[src/rtl/uart_mem_loader.sv]
// uart_mem_loader
// ---------------
// Front-end for the systolic array. Receives 8N1 bytes on a UART RX line,
// writes them to consecutive operand-memory addresses and, once a full image
// of NUM_BYTES has been written, holds start high until the array reports
// finish. It then goes back to loading the next image from address 0.
//
// Ports:
//   clk        system clock, rising edge
//   rst        asynchronous active-high reset
//   rx         UART serial input (idle high, asynchronous to clk)
//   finish     completion indication from the array
//   wr_en      one-cycle memory write strobe
//   wr_addr    memory write address
//   wr_data    memory write data
//   start      run request to the array (held level)
//   busy       high while a frame is being received
//   frame_err  one-cycle pulse on a bad stop bit
//   overrun    one-cycle pulse when a byte arrives while start is high
module uart_mem_loader #(
    parameter int CLKS_PER_BIT = 868,
    parameter int ADDR_W       = 14,
    parameter int DATA_W       = 8,
    parameter int NUM_BYTES    = 16384
) (
    input  logic              clk,
    input  logic              rst,
    input  logic              rx,
    input  logic              finish,
    output logic              wr_en,
    output logic [ADDR_W-1:0] wr_addr,
    output logic [DATA_W-1:0] wr_data,
    output logic              start,
    output logic              busy,
    output logic              frame_err,
    output logic              overrun
);

    localparam int CNT_W = $clog2(CLKS_PER_BIT);
    localparam int BIT_W = (DATA_W > 1) ? $clog2(DATA_W) : 1;

    localparam logic [CNT_W-1:0]  HALF_M1   = CNT_W'(CLKS_PER_BIT / 2 - 1);
    localparam logic [CNT_W-1:0]  FULL_M1   = CNT_W'(CLKS_PER_BIT - 1);
    localparam logic [CNT_W-1:0]  CNT_ONE   = CNT_W'(1);
    localparam logic [BIT_W-1:0]  LAST_BIT  = BIT_W'(DATA_W - 1);
    localparam logic [BIT_W-1:0]  BIT_ONE   = BIT_W'(1);
    // Terminal address compared by value, so NUM_BYTES == 2**ADDR_W works
    // with the counter simply rolling over.
    localparam logic [ADDR_W-1:0] LAST_ADDR = ADDR_W'(NUM_BYTES - 1);
    localparam logic [ADDR_W-1:0] ADDR_ONE  = ADDR_W'(1);

    typedef enum logic [2:0] {
        RX_IDLE,
        RX_START,
        RX_DATA,
        RX_STOP,
        RX_WAIT_IDLE
    } rx_state_t;

    typedef enum logic {
        LD_LOAD,
        LD_RUN
    } ld_state_t;

    // Synchronizer resets to the idle line level so reset never looks like
    // a start bit.
    logic sync1_q, sync2_q;
    logic rx_s;

    rx_state_t          rx_state_q, rx_state_d;
    logic [CNT_W-1:0]   baud_q, baud_d;
    logic [BIT_W-1:0]   bit_q, bit_d;
    logic [DATA_W-1:0]  shift_q, shift_d;
    logic               byte_ok;
    logic               stop_bad;

    ld_state_t          ld_state_q, ld_state_d;
    logic               armed_q, armed_d;
    logic               wr_en_q, wr_en_d;
    logic [ADDR_W-1:0]  wr_addr_q, wr_addr_d;
    logic [DATA_W-1:0]  wr_data_q, wr_data_d;
    logic               start_q, start_d;
    logic               busy_q, busy_d;
    logic               frame_err_q, frame_err_d;
    logic               overrun_q, overrun_d;

    assign rx_s = sync2_q;

    // Receiver: start bit is re-checked at its midpoint, then every data
    // bit and the stop bit are sampled one full bit period apart.
    always_comb begin
        rx_state_d = rx_state_q;
        baud_d     = baud_q;
        bit_d      = bit_q;
        shift_d    = shift_q;
        byte_ok    = 1'b0;
        stop_bad   = 1'b0;
        case (rx_state_q)
            RX_IDLE: begin
                if (!rx_s) begin
                    rx_state_d = RX_START;
                    baud_d     = '0;
                end
            end
            RX_START: begin
                if (baud_q == HALF_M1) begin
                    baud_d = '0;
                    if (rx_s) begin
                        rx_state_d = RX_IDLE;   // glitch, not a real start bit
                    end else begin
                        rx_state_d = RX_DATA;
                        bit_d      = '0;
                    end
                end else begin
                    baud_d = baud_q + CNT_ONE;
                end
            end
            RX_DATA: begin
                if (baud_q == FULL_M1) begin
                    baud_d  = '0;
                    shift_d = {rx_s, shift_q[DATA_W-1:1]};  // LSB first
                    if (bit_q == LAST_BIT) begin
                        rx_state_d = RX_STOP;
                    end else begin
                        bit_d = bit_q + BIT_ONE;
                    end
                end else begin
                    baud_d = baud_q + CNT_ONE;
                end
            end
            RX_STOP: begin
                if (baud_q == FULL_M1) begin
                    baud_d = '0;
                    if (rx_s) begin
                        byte_ok    = 1'b1;
                        rx_state_d = RX_IDLE;
                    end else begin
                        stop_bad   = 1'b1;
                        rx_state_d = RX_WAIT_IDLE;
                    end
                end else begin
                    baud_d = baud_q + CNT_ONE;
                end
            end
            RX_WAIT_IDLE: begin
                // A held-low line (break) must return high before we re-arm.
                if (rx_s) begin
                    rx_state_d = RX_IDLE;
                end
            end
            default: rx_state_d = RX_IDLE;
        endcase
    end

    // Loader: turns received bytes into writes, sequences start/finish.
    always_comb begin
        ld_state_d  = ld_state_q;
        armed_d     = armed_q;
        wr_en_d     = 1'b0;
        wr_addr_d   = wr_addr_q;
        wr_data_d   = wr_data_q;
        start_d     = start_q;
        busy_d      = (rx_state_d != RX_IDLE);
        frame_err_d = stop_bad;
        overrun_d   = 1'b0;

        if (byte_ok) begin
            if (ld_state_q == LD_LOAD) begin
                wr_en_d   = 1'b1;
                wr_data_d = shift_q;
            end else begin
                overrun_d = 1'b1;
            end
        end

        case (ld_state_q)
            LD_LOAD: begin
                // Address advances only after the write strobe has been seen.
                if (wr_en_q) begin
                    if (wr_addr_q == LAST_ADDR) begin
                        wr_addr_d  = '0;
                        start_d    = 1'b1;
                        armed_d    = 1'b0;
                        ld_state_d = LD_RUN;
                    end else begin
                        wr_addr_d = wr_addr_q + ADDR_ONE;
                    end
                end
            end
            LD_RUN: begin
                // finish is ignored in the first cycle start is high.
                if (!armed_q) begin
                    armed_d = 1'b1;
                end else if (finish) begin
                    start_d    = 1'b0;
                    armed_d    = 1'b0;
                    ld_state_d = LD_LOAD;
                end
            end
            default: ld_state_d = LD_LOAD;
        endcase
    end

    always_ff @(posedge clk or posedge rst) begin
        if (rst) begin
            sync1_q     <= 1'b1;
            sync2_q     <= 1'b1;
            rx_state_q  <= RX_IDLE;
            baud_q      <= '0;
            bit_q       <= '0;
            shift_q     <= '0;
            ld_state_q  <= LD_LOAD;
            armed_q     <= 1'b0;
            wr_en_q     <= 1'b0;
            wr_addr_q   <= '0;
            wr_data_q   <= '0;
            start_q     <= 1'b0;
            busy_q      <= 1'b0;
            frame_err_q <= 1'b0;
            overrun_q   <= 1'b0;
        end else begin
            sync1_q     <= rx;
            sync2_q     <= sync1_q;
            rx_state_q  <= rx_state_d;
            baud_q      <= baud_d;
            bit_q       <= bit_d;
            shift_q     <= shift_d;
            ld_state_q  <= ld_state_d;
            armed_q     <= armed_d;
            wr_en_q     <= wr_en_d;
            wr_addr_q   <= wr_addr_d;
            wr_data_q   <= wr_data_d;
            start_q     <= start_d;
            busy_q      <= busy_d;
            frame_err_q <= frame_err_d;
            overrun_q   <= overrun_d;
        end
    end

    assign wr_en     = wr_en_q;
    assign wr_addr   = wr_addr_q;
    assign wr_data   = wr_data_q;
    assign start     = start_q;
    assign busy      = busy_q;
    assign frame_err = frame_err_q;
    assign overrun   = overrun_q;

endmodule

[config.mk]
export PLATFORM = sky130hd
export DESIGN_NAME = uart_mem_loader
export DESIGN_NICKNAME = d
export VERILOG_FILES = /design/src/rtl/uart_mem_loader.sv
export SDC_FILE = /design/constraint.sdc
export NUM_CORES = 1
export LEC_CHECK = 0
export BUFFER_PORTS_ARGS = -buffer_cell sky130_fd_sc_hd__buf_2
export CORE_MARGIN = 8
export CORE_UTILIZATION = 50
export DETAILED_ROUTE_END_ITERATION = 8
export PLACE_DENSITY = 0.79
export SLEW_MARGIN = 0
export SYNTH_ARGS = -nofsm -noshare
export SYNTH_HDL_FRONTEND = slang
export SYNTH_SLANG_ARGS = --single-unit
[constraint.sdc]
create_clock -name clk -period 4.3 [get_ports clk]
set_input_delay 0.86 -clock clk [delete_from_list [all_inputs] [get_ports clk]]
set_output_delay 0.86 -clock clk [all_outputs]
set_load 0.03 [all_outputs]
# Word-level counts from Yosys, hierarchy flattened
# Index checks and enable logic that the tools add are counted.
[totals]
register_bits = 55
input_bits = 4
elab_cells = 90
[classes]
n_addsub = 3
n_eq_ne = 17
muxes = 42
bitwise_logic = 1
reduce_logical = 12
[op_table]
columns = ["operator", "count"]
rows = [
  ["2-to-1 mux 3 bit", 11],
  ["2-to-1 mux 10 bit", 3],
  ["case mux 10 bit (3 select lines)", 1],
  ["2-to-1 mux 1 bit", 20],
  ["case mux 3 bit (5 select lines)", 1],
  ["adder 14 x 1 -> 14 bit, second input constant", 1],
  ["== test 14 bit, second input constant", 1],
  ["2-to-1 mux 14 bit", 1],
  ["inequality test 2 bit, second input constant", 7],
  ["adder 10 x 1 -> 10 bit, second input constant", 1],
  ["== test 10 bit, second input constant", 1],
  ["== test 10 x 9 -> 1 bit, second input constant", 1],
  ["AND reduction 2 bit", 5],
  ["== test 3 x 2 -> 1 bit, second input constant", 2],
  ["== test 3 bit, second input constant", 2],
  ["case mux 1 bit (2 select lines)", 3],
  ["case mux 3 bit (2 select lines)", 1],
  ["nonzero test 3 bit", 2],
  ["AND reduction 5 bit", 1],
  ["inequality test 2 x 1 -> 1 bit, second input constant", 2],
  ["AND reduction 4 bit", 1],
  ["adder 3 x 1 -> 3 bit, second input constant", 1],
  ["== test 3 x 1 -> 1 bit, second input constant", 1],
  ["zero test 3 bit", 1],
  ["other kinds (4)", 4],
]

# Logic depth before layout (Yosys ltp)
[logic_depth]
word_depth = 5
mapped_depth = 6
depth_no_buf = 6

# Least setup slack after synthesis
# Ideal clock, no wire load.
[synth_timing]
path_kind = "register -> register"
start = "reg wr_addr_q[0] (netlist: wr_addr[0])"
end = "reg armed_q"
setup_ns = 0.130
t_arrival_ns = 1.773
required_ns = 4.170
slack_ns = 2.397
stages_incl_launch_ff = 6
n_path_buf = 0
period_less_slack_ns = 1.903
path_cell_list = "dfrtp_1 ha_1 nand3b_4 or4_4 nor3_4 nor2_1"
[synth_between]
elab_chain_len = 3
[synth_lines]
columns = ["item", "line_no", "text"]
rows = [
  ["start, declared", "80", "logic [ADDR_W-1:0] wr_addr_q, wr_addr_d;"],
  ["start signal, assigned", "231", "wr_addr_q <= wr_addr_d;"],
  ["== test 14 bit", "180", "if (wr_addr_q == LAST_ADDR) begin"],
  ["inequality test 2 x 1 -> 1 bit (no source line)", "--", ""],
  ["AND reduction 2 bit (no source line)", "--", ""],
  ["end signal, assigned", "229", "armed_q <= armed_d;"],
  ["end, declared", "78", "logic armed_q, armed_d;"],
]
# No other way between the ends.
# A chain may end at the register's enable or synchronous reset.

# Worst setup path after layout
[layout_timing]
start = "reg baud_q[0]"
end = "reg baud_q[3]"
[layout_between]
elab_chain_len = 3
[layout_lines]
columns = ["item", "line_no", "text"]
rows = [
  ["start, declared", "71", "logic [CNT_W-1:0] baud_q, baud_d;"],
  ["start signal, assigned", "225", "baud_q <= baud_d;"],
  ["adder 10 x 1 -> 10 bit (tied with other cells)", "115, 128, 142", ""],
  ["2-to-1 mux 10 bit (on tied branches)", "119, 132, 106", ""],
  ["case mux 10 bit (3 select lines) (*)", "98", "case (rx_state_q)"],
]
# Every way passes the cells marked *; elsewhere a longest branch is shown, timed or not.

==> impl_metrics.json <==
{
  "die_w_um": 90.20,
  "setup_tns_ns": 0,
  "placed_cell_area_sq_um": 2932,
  "cts_resized": 0,
  "finalSetupViolCount": 0,
  "status": "complete, no violations",
  "clock-root-buffer": "clkbuf_8",
  "first_pass_iters": 4,
  "initial_utilization": 0.5093,
  "cp.arrival_ns": 2.17,
  "fill_cells": 453,
  "total_power_uw": 885.6,
  "holdWs_ns": 0.3637,
  "relSlewSlack": 0.2524,
  "yosys.area_share.simple": 0.2309,
  "antenna_found_initial": 0,
  "synth_fp_nets": 257,
  "synth_xor_area_frac": 0.03500,
  "wl_per_cell_um": 14.99,
  "fin_crit_sh": 0.4529,
  "synth-edff-count": 0,
  "clk_pin_slew_ns": 0.10,
  "hold_viol": 0,
  "final_cells": 350,
  "area_delta_synth_final_pct": 10.68,
  "p_sw_uw": 189.7,
  "max-vdd-ir-drop_mv": 0.1366,
  "p_leak_nw": 1.565,
  "comb_power_share": 0.014,
  "seq_area_frac_synth": 0.5009,
  "power.share.switching": 0.2142,
  "synth_top_family_by_area": "simple AND/OR/NAND/NOR gates",
  "place_inst": 342,
  "final_nets": 286,
  "drv_slew": 0,
  "internal_power_uw": 696.0,
  "yosys.area.top_type": "dfrtp_1",
  "power_density_nw_per_um2": 290.7,
  "ys_warn_count": 0,
  "start_kind": "register",
  "drcViolationCount": 0,
  "dp_hpwl_mm": 3.776,
  "max_freq_ghz": 0.5135,
  "h-tree-depth": 2,
  "grt_pass1_wl_mm": 9.108,
  "fin_area_sq_um": 3047,
  "wirelength_mm": 5.246,
  "drive_gt1_frac": 0.2662,
  "ant_nets": 0,
  "fin_worst_skew_ns": 0.004326,
  "postCtsSetupBuffers": 0,
  "ctsHoldBuffers": 0,
  "cts.sinks": 55,
  "synth_top_cell_area_share": 0.4818,
  "drtIter0Drc": 69,
  "muxShareOfSynthArea": 0.07773,
  "grt_pass1_vias": 1933,
  "die_h_um": 90.20,
  "synth-seq-cells": 55,
  "critPathKind": "register to register",
  "cp_max_fo": 7,
  "pwr-share-clk": 0.399,
  "async_flop_share": 1.000,
  "numPortBuffers": 30,
  "rsz0062_at_grt": "no",
  "grt_max_degree": 56,
  "worstMarginPinSlew_ns": 1.120,
  "num_io_pins": 31,
  "via_count": 1993,
  "seqPwrFrac": 0.587,
  "viasPerCell": 5.694,
  "synth_fa_ha_area_frac": 0.02273,
  "period_needed_ns": 1.948,
  "core_area_sq_um": 5405,
  "maxCapViolations": 0,
  "core.rowCount": 27,
  "synth-compound-area-share": 0.09818,
  "grt_use_total": 0.1333,
  "synth_flop_cell": "dfrtp_1",
  "clk_latency_ns": 0.31,
  "diodes": 0,
  "tritoncts": "done",
  "netlist_instances": 248,
  "crit_required_ns": 4.53,
  "synth.area.top_cells": "dfrtp_1 48%, mux2_2 7.0%, nand2_1 3.1%",
  "synthDistinctLibCells": 62,
  "gp_congestion": 0.8449,
  "hp-class": "register to register",
  "cts_buffer_depth": 2,
  "cts_buffers": 5,
  "synth_area_per_cell_sq_um": 11.10,
  "die_area_sq_um": 8135,
  "setup.worst_path.end_class": "register",
  "grt_overflow": 0,
  "synth_area_sq_um": 2753
}
-- layout by cell type, fill, tap and decap left out, drive strengths merged, types with 4 or more instances in the layout --
cell	instances
inv	10
mux2	17
nor2	15
o22ai	4
nand2	24
nor3	8
and3	6
nand3	8
ha	5
dfrtp	53
nand4	9
xor2	8
buf	30
clkbuf	5
o21ai	10
and2	6
-- kinds of logic after synthesis --
group / Yosys count
XOR/XNOR: 11
adder cells (fa/ha/maj): 5
AO/OA/AOI/OAI: 38
AND/OR/NAND/NOR: 104
multiplexers: 18
flip-flops: 55
buffers and inverters: 17
-- metal layers --
layer | track usage | up-vias | share of wire
li1 | - | 959 | -
met1 | 0.1623 | 969 | 0.44
met2 | 0.2135 | 56 | 0.48
met3 | 0.04406 | 9 | 0.066
met4 | 0.05132 | 0 | 0.016
met5 | 0 | - | 0
-- registers in the layout, indices dropped and copies added (netlist names), 3 cells and up --
register,flops
wr_addr,14
baud_q,10
shift_q,8
wr_data,8
bit_q,3
rx_state_q,3
-- Yosys cell counts (all sizes together), types with 2 or more instances --
library cell / count
nor3b: 2
nor2b: 3
o21a: 2
nor3: 8
and4b: 2
or3b: 2
xnor2: 3
inv: 9
nand4: 9
nand3b: 2
a21oi: 3
o21ai: 10
mux2: 17
nor4: 3
and3: 6
o211ai: 3
a41oi: 2
xor2: 8
nor2: 15
and2: 6
buf: 7
dfrtp: 53
nand2b: 3
and2b: 2
a21o: 3
nand3: 8
nor4b: 2
o22ai: 4
nand2: 24
a31oi: 2
a311o: 3
or3: 3
ha: 5
dfstp: 2
-- path summary, 6_finish.rpt --
kind,start,end,slack [ns],cells past startpoint
setup / recovery,baud_q[0],baud_q[3],2.35,5
hold reg to reg,sync1_q,rx_s,0.36,0
min in group asynchronous,rst,wr_data[1],0.82,2
max in group asynchronous,rst,wr_data[5],2.79,2
setup reg to reg,baud_q[0],baud_q[3],2.35,5
hold / removal,sync1_q,rx_s,0.36,0
-- power by group through the flow --
stage	clock, mW	sequential, mW	combinational, mW
2_1_floorplan	0	0.530	0.00848
3_3_place_gp	0	0.530	0.0125
3_5_place_dp	0	0.530	0.0130
4_1_cts	0.360	0.520	0.0130
5_1_grt	0.377	0.520	0.0145
6_report	0.354	0.520	0.0122
-- per-stage QoR --
stage	setup WS (ns)	utilization
floorplan	2.100	-
global placement	2.408	0.5424
detailed placement	2.352	0.5424
CTS	2.379	0.5637
global route	2.199	0.5637
finish	2.352	0.5637
-- layout make-up --
class	count	area, sq um	share of cell area
tap	72	90.09	0.02957
clock buffer	5	68.82	0.02259
clock inverter	3	46.29	0.01520
timing repair buffer	30	150.1	0.04928
inverter	9	33.78	0.01109
multi-input combinational	176	1279	0.4197
sequential	55	1379	0.4526
-- critical path, cell delays in order (launching register included) --
cell and delay [ns]:
dfrtp_1 0.44, ha_1 0.28, and4bb_4 0.25, a31oi_1 0.49, nor2_2 0.16, o21ai_0 0.23
(Power assumes the default switching activity.)
